$ cat src/rtl/seq_gen_if.sv
// Handshake and serial-output bundle for seq_gen.
// start is accepted only on a clock edge where ready is high. The sender gets
// no back-pressure, and a start seen while ready is low is dropped.
interface seq_gen_if #(
    parameter int REPEAT_W = 4
);
    logic                start;
    logic [2:0]          pattern;
    logic [REPEAT_W-1:0] rep;
    logic                ready;
    logic                out;
    logic                out_valid;
    logic                frame;
    logic                done;
    logic [2:0]          dbg_state;

    modport master (
        output start, pattern, rep,
        input  ready, out, out_valid, frame, done, dbg_state
    );

    modport slave (
        input  start, pattern, rep,
        output ready, out, out_valid, frame, done, dbg_state
    );
endinterface

$ cat src/rtl/seq_gen.sv
// Serial 3-bit pattern transmitter. Sends the pattern MSB-first rep+1 times,
// with GAP idle cycles between repetitions.
module seq_gen #(
    parameter int GAP      = 0,
    parameter int REPEAT_W = 4
) (
    input  logic      clk,
    input  logic      rst,
    seq_gen_if.slave  bus
);
    localparam int GW = (GAP < 1) ? 1 : $clog2(GAP + 1);

    typedef enum logic [2:0] {
        IDLE = 3'd0,
        B2   = 3'd1,
        B1   = 3'd2,
        B0   = 3'd3,
        GAPW = 3'd4
    } state_t;

    state_t              state_q, state_d;
    logic [2:0]          pat_q, pat_d;
    logic [REPEAT_W-1:0] rem_q, rem_d;
    logic [GW-1:0]       gap_q, gap_d;

    always_ff @(posedge clk) begin
        if (!rst) begin
            state_q <= IDLE;
            pat_q   <= 3'b000;
            rem_q   <= '0;
            gap_q   <= '0;
        end else begin
            state_q <= state_d;
            pat_q   <= pat_d;
            rem_q   <= rem_d;
            gap_q   <= gap_d;
        end
    end

    always_comb begin
        state_d = state_q;
        pat_d   = pat_q;
        rem_d   = rem_q;
        gap_d   = gap_q;
        case (state_q)
            IDLE: begin
                if (bus.start) begin
                    pat_d   = bus.pattern;
                    rem_d   = bus.rep;
                    state_d = B2;
                end
            end
            B2: state_d = B1;
            B1: state_d = B0;
            B0: begin
                if (rem_q == '0) begin
                    state_d = IDLE;
                end else begin
                    // rem_q is non-zero here, so the decrement never wraps
                    rem_d = rem_q - REPEAT_W'(1);
                    if (GAP == 0) begin
                        state_d = B2;
                    end else begin
                        state_d = GAPW;
                        gap_d   = GW'(GAP - 1);
                    end
                end
            end
            GAPW: begin
                if (gap_q == '0) state_d = B2;
                else             gap_d   = gap_q - GW'(1);
            end
            default: state_d = IDLE;
        endcase
    end

    always_comb begin
        bus.ready     = 1'b0;
        bus.out       = 1'b0;
        bus.out_valid = 1'b0;
        bus.frame     = 1'b0;
        bus.done      = 1'b0;
        case (state_q)
            IDLE: bus.ready = 1'b1;
            B2: begin
                bus.out       = pat_q[2];
                bus.out_valid = 1'b1;
                bus.frame     = 1'b1;
            end
            B1: begin
                bus.out       = pat_q[1];
                bus.out_valid = 1'b1;
            end
            B0: begin
                bus.out       = pat_q[0];
                bus.out_valid = 1'b1;
                bus.done      = (rem_q == '0);
            end
            default: ;
        endcase
    end

    assign bus.dbg_state = state_q;
endmodule

$ cat src/flat_wrapper.sv
// flat-port wrapper written by rule: the top's interface ports become plain ports
module seq_gen_flat 
#(
    parameter int GAP      = 0,
    parameter int REPEAT_W = 4
)
  (clk, rst, bus_start, bus_pattern, bus_rep, bus_ready, bus_out, bus_out_valid, bus_frame, bus_done, bus_dbg_state);
  seq_gen_if #(.REPEAT_W(REPEAT_W)) bus_i ();
  input  logic clk;
  input  logic rst;
  input wire logic [$bits(bus_i.start)-1:0] bus_start;
  input wire logic [$bits(bus_i.pattern)-1:0] bus_pattern;
  input wire logic [$bits(bus_i.rep)-1:0] bus_rep;
  output wire logic [$bits(bus_i.ready)-1:0] bus_ready;
  output wire logic [$bits(bus_i.out)-1:0] bus_out;
  output wire logic [$bits(bus_i.out_valid)-1:0] bus_out_valid;
  output wire logic [$bits(bus_i.frame)-1:0] bus_frame;
  output wire logic [$bits(bus_i.done)-1:0] bus_done;
  output wire logic [$bits(bus_i.dbg_state)-1:0] bus_dbg_state;
  assign bus_i.start = bus_start;
  assign bus_i.pattern = bus_pattern;
  assign bus_i.rep = bus_rep;
  assign bus_ready = bus_i.ready;
  assign bus_out = bus_i.out;
  assign bus_out_valid = bus_i.out_valid;
  assign bus_frame = bus_i.frame;
  assign bus_done = bus_i.done;
  assign bus_dbg_state = bus_i.dbg_state;
  seq_gen #(.GAP(GAP), .REPEAT_W(REPEAT_W)) u_core (.clk(clk), .rst(rst), .bus(bus_i));
endmodule
$ cat config.mk
export PLATFORM = sky130hd
export DESIGN_NAME = seq_gen_flat
export DESIGN_NICKNAME = d
export VERILOG_FILES = /design/src/rtl/seq_gen_if.sv /design/src/rtl/seq_gen.sv /design/src/flat_wrapper.sv
export SDC_FILE = /design/constraint.sdc
export NUM_CORES = 1
export LEC_CHECK = 0
export BUFFER_PORTS_ARGS = -buffer_cell sky130_fd_sc_hd__buf_2
export CORE_MARGIN = 8
export CORE_UTILIZATION = 43
export CTS_CLUSTER_DIAMETER = 60
export DETAILED_ROUTE_END_ITERATION = 8
export PLACE_DENSITY_LB_ADDON = 0.1
export SLEW_MARGIN = 40
export SYNTH_ARGS = -nofsm -noshare
export SYNTH_HDL_FRONTEND = slang
export SYNTH_SLANG_ARGS = --single-unit
$ cat constraint.sdc
create_clock -name clk -period 1.49 [get_ports clk]
set_input_delay 0.0745 -clock clk [delete_from_list [all_inputs] [get_ports clk]]
set_output_delay 0.0745 -clock clk [all_outputs]
set_load 0.02 [all_outputs]
==> results_dict.tcl, run 1 <==
set metrics [dict create \
    leakage_nw 0.383 \
    grt.overflow.total 0 \
    min_period_ns 1.58 \
    syn_nets 84 \
    slew_viol_final 0 \
    dp_hpwl_mm 1.17 \
    n_fill_cell 116 \
    cp-start-kind "flop" \
    crit_type "reg2out" \
    violations "negative setup slack" \
    h-tree-depth 1 \
    crit_family "flip-flops" \
    num_rows 13 \
    grt_util_all_layers_pct 13.2 \
    critPathMaxFanout 4 \
    grt_pass1_vias 575 \
    drive_gt1_share_pct 47.5 \
    run_status "finished with violations" \
    antennaDiodeCount 0 \
    maxCapViolations 0 \
    critical_path_buf_inv_count 2 \
    yosysWarnings 0 \
    fin_ws_ns -0.0919 \
    cts_sinks 9 \
    vdd_drop_max_mv 0.797 \
    wl_per_cell_microns 15.4 \
    reg2reg_to "u_core.rem_q[0]" \
    seqPwrFrac_pct 25.8 \
    clock_latency_ns 0.28 \
    yosysTopAreaCell "dfxtp_1" \
    syn2layout_area_growth_pct 47.4 \
    initial_utilization_pct 45.8 \
    ys_seq_elements 9 \
    path_cells "ha_4 > buf_6 > a222oi_1 > nor2_1 > buf_4" \
    max_freq_mhz 632 \
    min_to "u_core.pat_q[0]" \
    most-common-layout-cells "buf_4 (15), buf_2 (14), dfxtp_1 (6), a21oi_1 (5)" \
    whs_path_depth 3 \
    hold_class "in2reg" \
    cp_slowest_cell "dfxtp_4" \
    fin_util_pct 67.5 \
    root_buffer "clkbuf_4" \
    vias 610 \
    switching_power_mw 0.743 \
    grt_max_degree 10 \
    ant_nets 0 \
    synth.top_cell.area_share_pct 30.6 \
    cts_tree "built" \
    port_buffers 16 \
    clkTransAtPathRegs_ns 0.07 \
    die_y_microns 53.0 \
    grt_antenna_before_repair 0 \
    crit_arrival_ns 1.51 \
    detail_route.iter0.violations 20 \
    cts_buffers 3 \
    setup_viol 2 \
    p_comb_share_pct 62.6 \
    p_sw_share_pct 43.6 \
    crit_path_end_kind "output pin" \
    grt_pass1_wl_mm 2.74 \
    ys.flop_type "dfxtp_1" \
    fin_nets 116 \
    power_mw 1.70 \
    ys_seq_area_share_pct 30.6 \
    ys_async_sr_fraction_pct 0 \
    core-area_sq_um 1280 \
    final_common_cell "buf_4" \
    ctsHoldBuffers 0 \
    synth_area_per_cell_sq_um 8.65 \
    drc 0 \
    synth_area_sq_um 588 \
    clk_path_buf_depth 2 \
    min_from "bus_pattern[0]" \
    p_clk_share_pct 11.7 \
    dr.pass1.iters 4 \
    yosysUniqueCellTypes 30 \
    placed_area_sq_um 737 \
    syn_inst 68 \
    hold_viol_final 0 \
    rrSetupSlack_ns 0 \
    gp_congestion 0.851 \
    slowest_delay_ns 0.37 \
    ios 18 \
    synthTopCellsByArea "dfxtp_1 (31%), ha_1 (13%), inv_1 (4.5%), a21oi_1 (4.3%), nor4bb_4 (4.3%)" \
    cp.required_ns 1.42 \
    power_density_nw_per_um2 1960 \
    intPower_mw 0.960 \
    rr_worst_depth 5 \
    rsz0062_at_grt "true" \
    fin_crit_sh_pct 106 \
    fin_skew_ns 0.0105 \
    synth_edf_count 0 \
    finalWirelength_mm 1.75 \
    die_w_microns 53.0 \
    viasPerCell 5.35 \
    timing.rr.start "u_core.bus.dbg_state[0]" \
    design_area_sq_um 867 \
    die_area_sq_um 2810 \
]
layer usage:
metal,vias to the layer above,GRT usage (%),share of wire [%]
li1,303,-,-
met1,289,16.8,43
met2,15,18.2,49
met3,3,6.72,6.7
met4,0,5.17,1.2
met5,-,0,0
synth_stat cells (2+ instances only):
| library cell | count |
|---|---|
| nor4_1 | 2 |
| inv_1 | 7 |
| o21ai_0 | 3 |
| a21oi_1 | 5 |
| nand2_1 | 4 |
| nor2b_1 | 3 |
| ha_1 | 6 |
| nor2_1 | 4 |
| dfxtp_1 | 9 |
| nand3_1 | 3 |
| o31ai_1 | 3 |
power groups by stage:
| stage | clock [mW] | sequential (mW) | combinational, mW |
|---|---|---|---|
| 6_report | 0.199 | 0.439 | 1.07 |
| 2_1_floorplan | 0 | 0.445 | 0.607 |
| 3_3_place_gp | 0 | 0.422 | 0.862 |
| 5_1_grt | 0.221 | 0.449 | 1.17 |
| 4_1_cts | 0.209 | 0.429 | 0.924 |
| 3_5_place_dp | 0 | 0.424 | 0.869 |
per-stage QoR:
step                worst slack (ns)  TNS [ns]  hold WS, ns  cells
finish                       -0.0919   -0.0933       0.0532    114
global route                  -0.188    -0.283       0.0695    114
CTS                          -0.0954   -0.0954       0.0450    109
detailed placement           -0.0114   -0.0114        0.337    102
global placement             0.00723         0        0.328    102
floorplan                    -0.0941    -0.125        0.206     68
logic make-up after synthesis:
family | Yosys count | synth area share, %
adders and majority gates | 6 | 12.8
AOI/OAI and AO/OA | 18 | 21.1
muxes | 1 | 1.70
buffers and inverters | 10 | 8.51
DFF | 9 | 30.6
other | 1 | 0.638
and+or+nand+nor | 23 | 24.7
worst min-delay path, stage by stage:
cell and delay (ns):
buf_2 0.09, nand3_1 0.05, a21oi_1 0.05
worst max-delay path by stage:
stage                                  startpoint         endpoint  slack [ns]  cells after the start
after global placement    u_core.bus.dbg_state[0]  u_core.rem_q[0]       0.007                      4
after floorplan           u_core.bus.dbg_state[0]  u_core.rem_q[0]       -0.09                      6
final                     u_core.bus.dbg_state[0]          bus_out       -0.09                      5
after global routing      u_core.bus.dbg_state[0]          bus_out       -0.19                      5
after detailed placement  u_core.bus.dbg_state[0]  u_core.rem_q[0]       -0.01                      4
after CTS                 u_core.bus.dbg_state[1]          bus_out        -0.1                      5
area by class of cell:
| type | instances | area, sq um | share of cell area (%) |
|---|---|---|---|
| Sequential cell | 9 | 189 | 21.8 |
| Timing Repair Buffer | 30 | 194 | 22.4 |
| Multi-Input combinational cell | 49 | 408 | 47.0 |
| Inverter | 7 | 31.3 | 3.61 |
| Clock buffer | 4 | 26.3 | 3.03 |
| Tap cell | 15 | 18.8 | 2.16 |
registers in the layout, indices dropped and copies added, names as in the netlist:
name / cells
u_core.pat_q: 3
u_core.rem_q: 4
u_core.bus.dbg_state: 2
timing repair:
action                     CTS  global route
setup buffers                3             6
pin swaps                    3             7
gates resized for setup      6             5
setup endpoints to repair    3             3
Note: power is estimated with default switching activity, not from simulation.
==> run 2: changes to the inputs <==
- CORE_AREA: not set -> 8 8 45 47
- CORE_MARGIN: 8 -> not set
- CORE_UTILIZATION: 43 -> not set
- DIE_AREA: not set -> 0 0 53 55
- SKIP_CTS_REPAIR_TIMING: not set -> 1
- clock period: 1.49 -> 1.6 ns (I/O delays scaled with it)
==> results_dict.tcl, run 2 (synthesis gave the netlist of run 1 again) <==
set metrics [dict create \
    drive_gt1_share_pct 38.9 \
    grt_pass1_wl_mm 2.35 \
    gp_congestion 0.743 \
    grt_antenna_before_repair 0 \
    reg2reg_to "u_core.rem_q[0]" \
    dr.pass1.iters 4 \
    grt_pass1_vias 547 \
    ios 18 \
    rr_worst_depth 5 \
    detail_route.iter0.violations 11 \
    path_cells "ha_4 > buf_6 > a222oi_1 > nor2_1 > buf_4" \
    placedCellCount 101 \
    grt_max_degree 10 \
    min_from "bus_pattern[2]" \
    fin_ws_ns 0.0553 \
    initial_utilization_pct 42.5 \
    grt_util_all_layers_pct 11.1 \
    ant_nets 0 \
    power_density_nw_per_um2 1780 \
    fin_crit_sh_pct 96.5 \
    final_common_cell "buf_2" \
    crit_path_end_kind "output pin" \
    wl_per_cell_microns 14.1 \
    setup_viol 0 \
    root_buffer "clkbuf_4" \
    most-common-layout-cells "buf_2 (15), inv_1 (5), a21oi_1 (5), buf_4 (5), dfxtp_1 (5)" \
    num_rows 14 \
    h-tree-depth 1 \
    cts_sinks 9 \
    slew_viol_final 0 \
    timing.rr.start "u_core.rem_q[0]" \
    die_area_sq_um 2920 \
    grt.overflow.total 0 \
    maxCapViolations 0 \
    hold_class "in2reg" \
    antennaDiodeCount 0 \
    fin_cells 106 \
    cp_slowest_cell "dfxtp_4" \
    max_freq_mhz 647 \
    fin_nets 107 \
    rrSetupSlack_ns 0.08 \
    clkTransAtPathRegs_ns 0.07 \
    cp.required_ns 1.52 \
    drc 0 \
    min_period_ns 1.54 \
    dp_hpwl_mm 1.16 \
    rsz0062_at_grt "true" \
    core-area_sq_um 1380 \
    viasPerCell 5.34 \
    critPathMaxFanout 5 \
    min_to "u_core.pat_q[2]" \
    cp-start-kind "flop" \
    run_status "finished, final reports clean" \
    largest-register "u_core.rem_q" \
    hold_viol_final 0 \
    die_w_microns 53 \
    slowest_delay_ns 0.37 \
    finalWirelength_mm 1.49 \
    crit_arrival_ns 1.46 \
    die_y_microns 55 \
    design_area_sq_um 769 \
    leakage_nw 0.339 \
    post-place-ws_ns 0.0511 \
    vias 566 \
    vdd_drop_max_mv 1.04 \
    clock_latency_ns 0.27 \
    whs_path_depth 3 \
    placed_area_sq_um 714 \
    fin_skew_ns 0.00605 \
    cts_tree "built" \
    power_mw 1.37 \
    crit_type "reg2out" \
    cts_buffers 3 \
    largest_reg_flops 4 \
    clk_path_buf_depth 2 \
    port_buffers 16 \
    syn2layout_area_growth_pct 30.9 \
    fin_util_pct 55.6 \
]
run 2: worst max-delay path: cells and delay by family, from the launching register on:
family	cells	cell delay, ns
AO/OA/AOI/OAI	1	0.30
buffers and inverters	2	0.27
flip-flops	1	0.37
adder cells (fa/ha/maj)	1	0.17
AND/OR/NAND/NOR	1	0.08
run 2: area by class of cell:
class | instances | area, sq um
repair buffers | 21 | 124
inverters | 7 | 26.3
flip-flops and latches | 9 | 190
clock buffers | 4 | 26.3
fillers | 149 | 614
well taps | 16 | 20.0
multi-input cells | 49 | 383
run 2: how the worst max path moves through the flow:
stage | endpoint | from | depth (start not counted) | slack [ns]
detailed placement | u_core.rem_q[0] | u_core.rem_q[0] | 5 | 0.05
finish | bus_out | u_core.bus.dbg_state[0] | 5 | 0.06
global route | bus_out | u_core.bus.dbg_state[0] | 5 | -0.02
floorplan | u_core.rem_q[0] | u_core.bus.dbg_state[0] | 6 | 0.008
global placement | u_core.rem_q[0] | u_core.rem_q[0] | 5 | 0.09
CTS | bus_out | u_core.bus.dbg_state[0] | 5 | -0.07
run 2: report_power, final:
part	internal, mW	leakage [nW]	switching, mW
logic	0.345	0.248	0.435
clock network	0.0965	0.0150	0.0914
registers	0.312	0.0761	0.0903
total	0.754	0.339	0.617
run 2: through the flow:
step                      hold WS, ns  TNS, ns
after floorplan                 0.211        0
after global placement          0.337        0
after detailed placement        0.343        0
after CTS                      0.0623  -0.0720
after global routing           0.0659  -0.0307
final                          0.0637        0
run 2: layer usage:
metal  GRT usage, %  share of wire, %  up-vias  routed length, microns
met1           12.0                43      255                     649
met2           18.6                47       19                     706
li1               -                 -      287                       -
met4           7.76               2.2        0                      33
met5              0                 0        -                       0
met3           2.94               6.8        5                     102
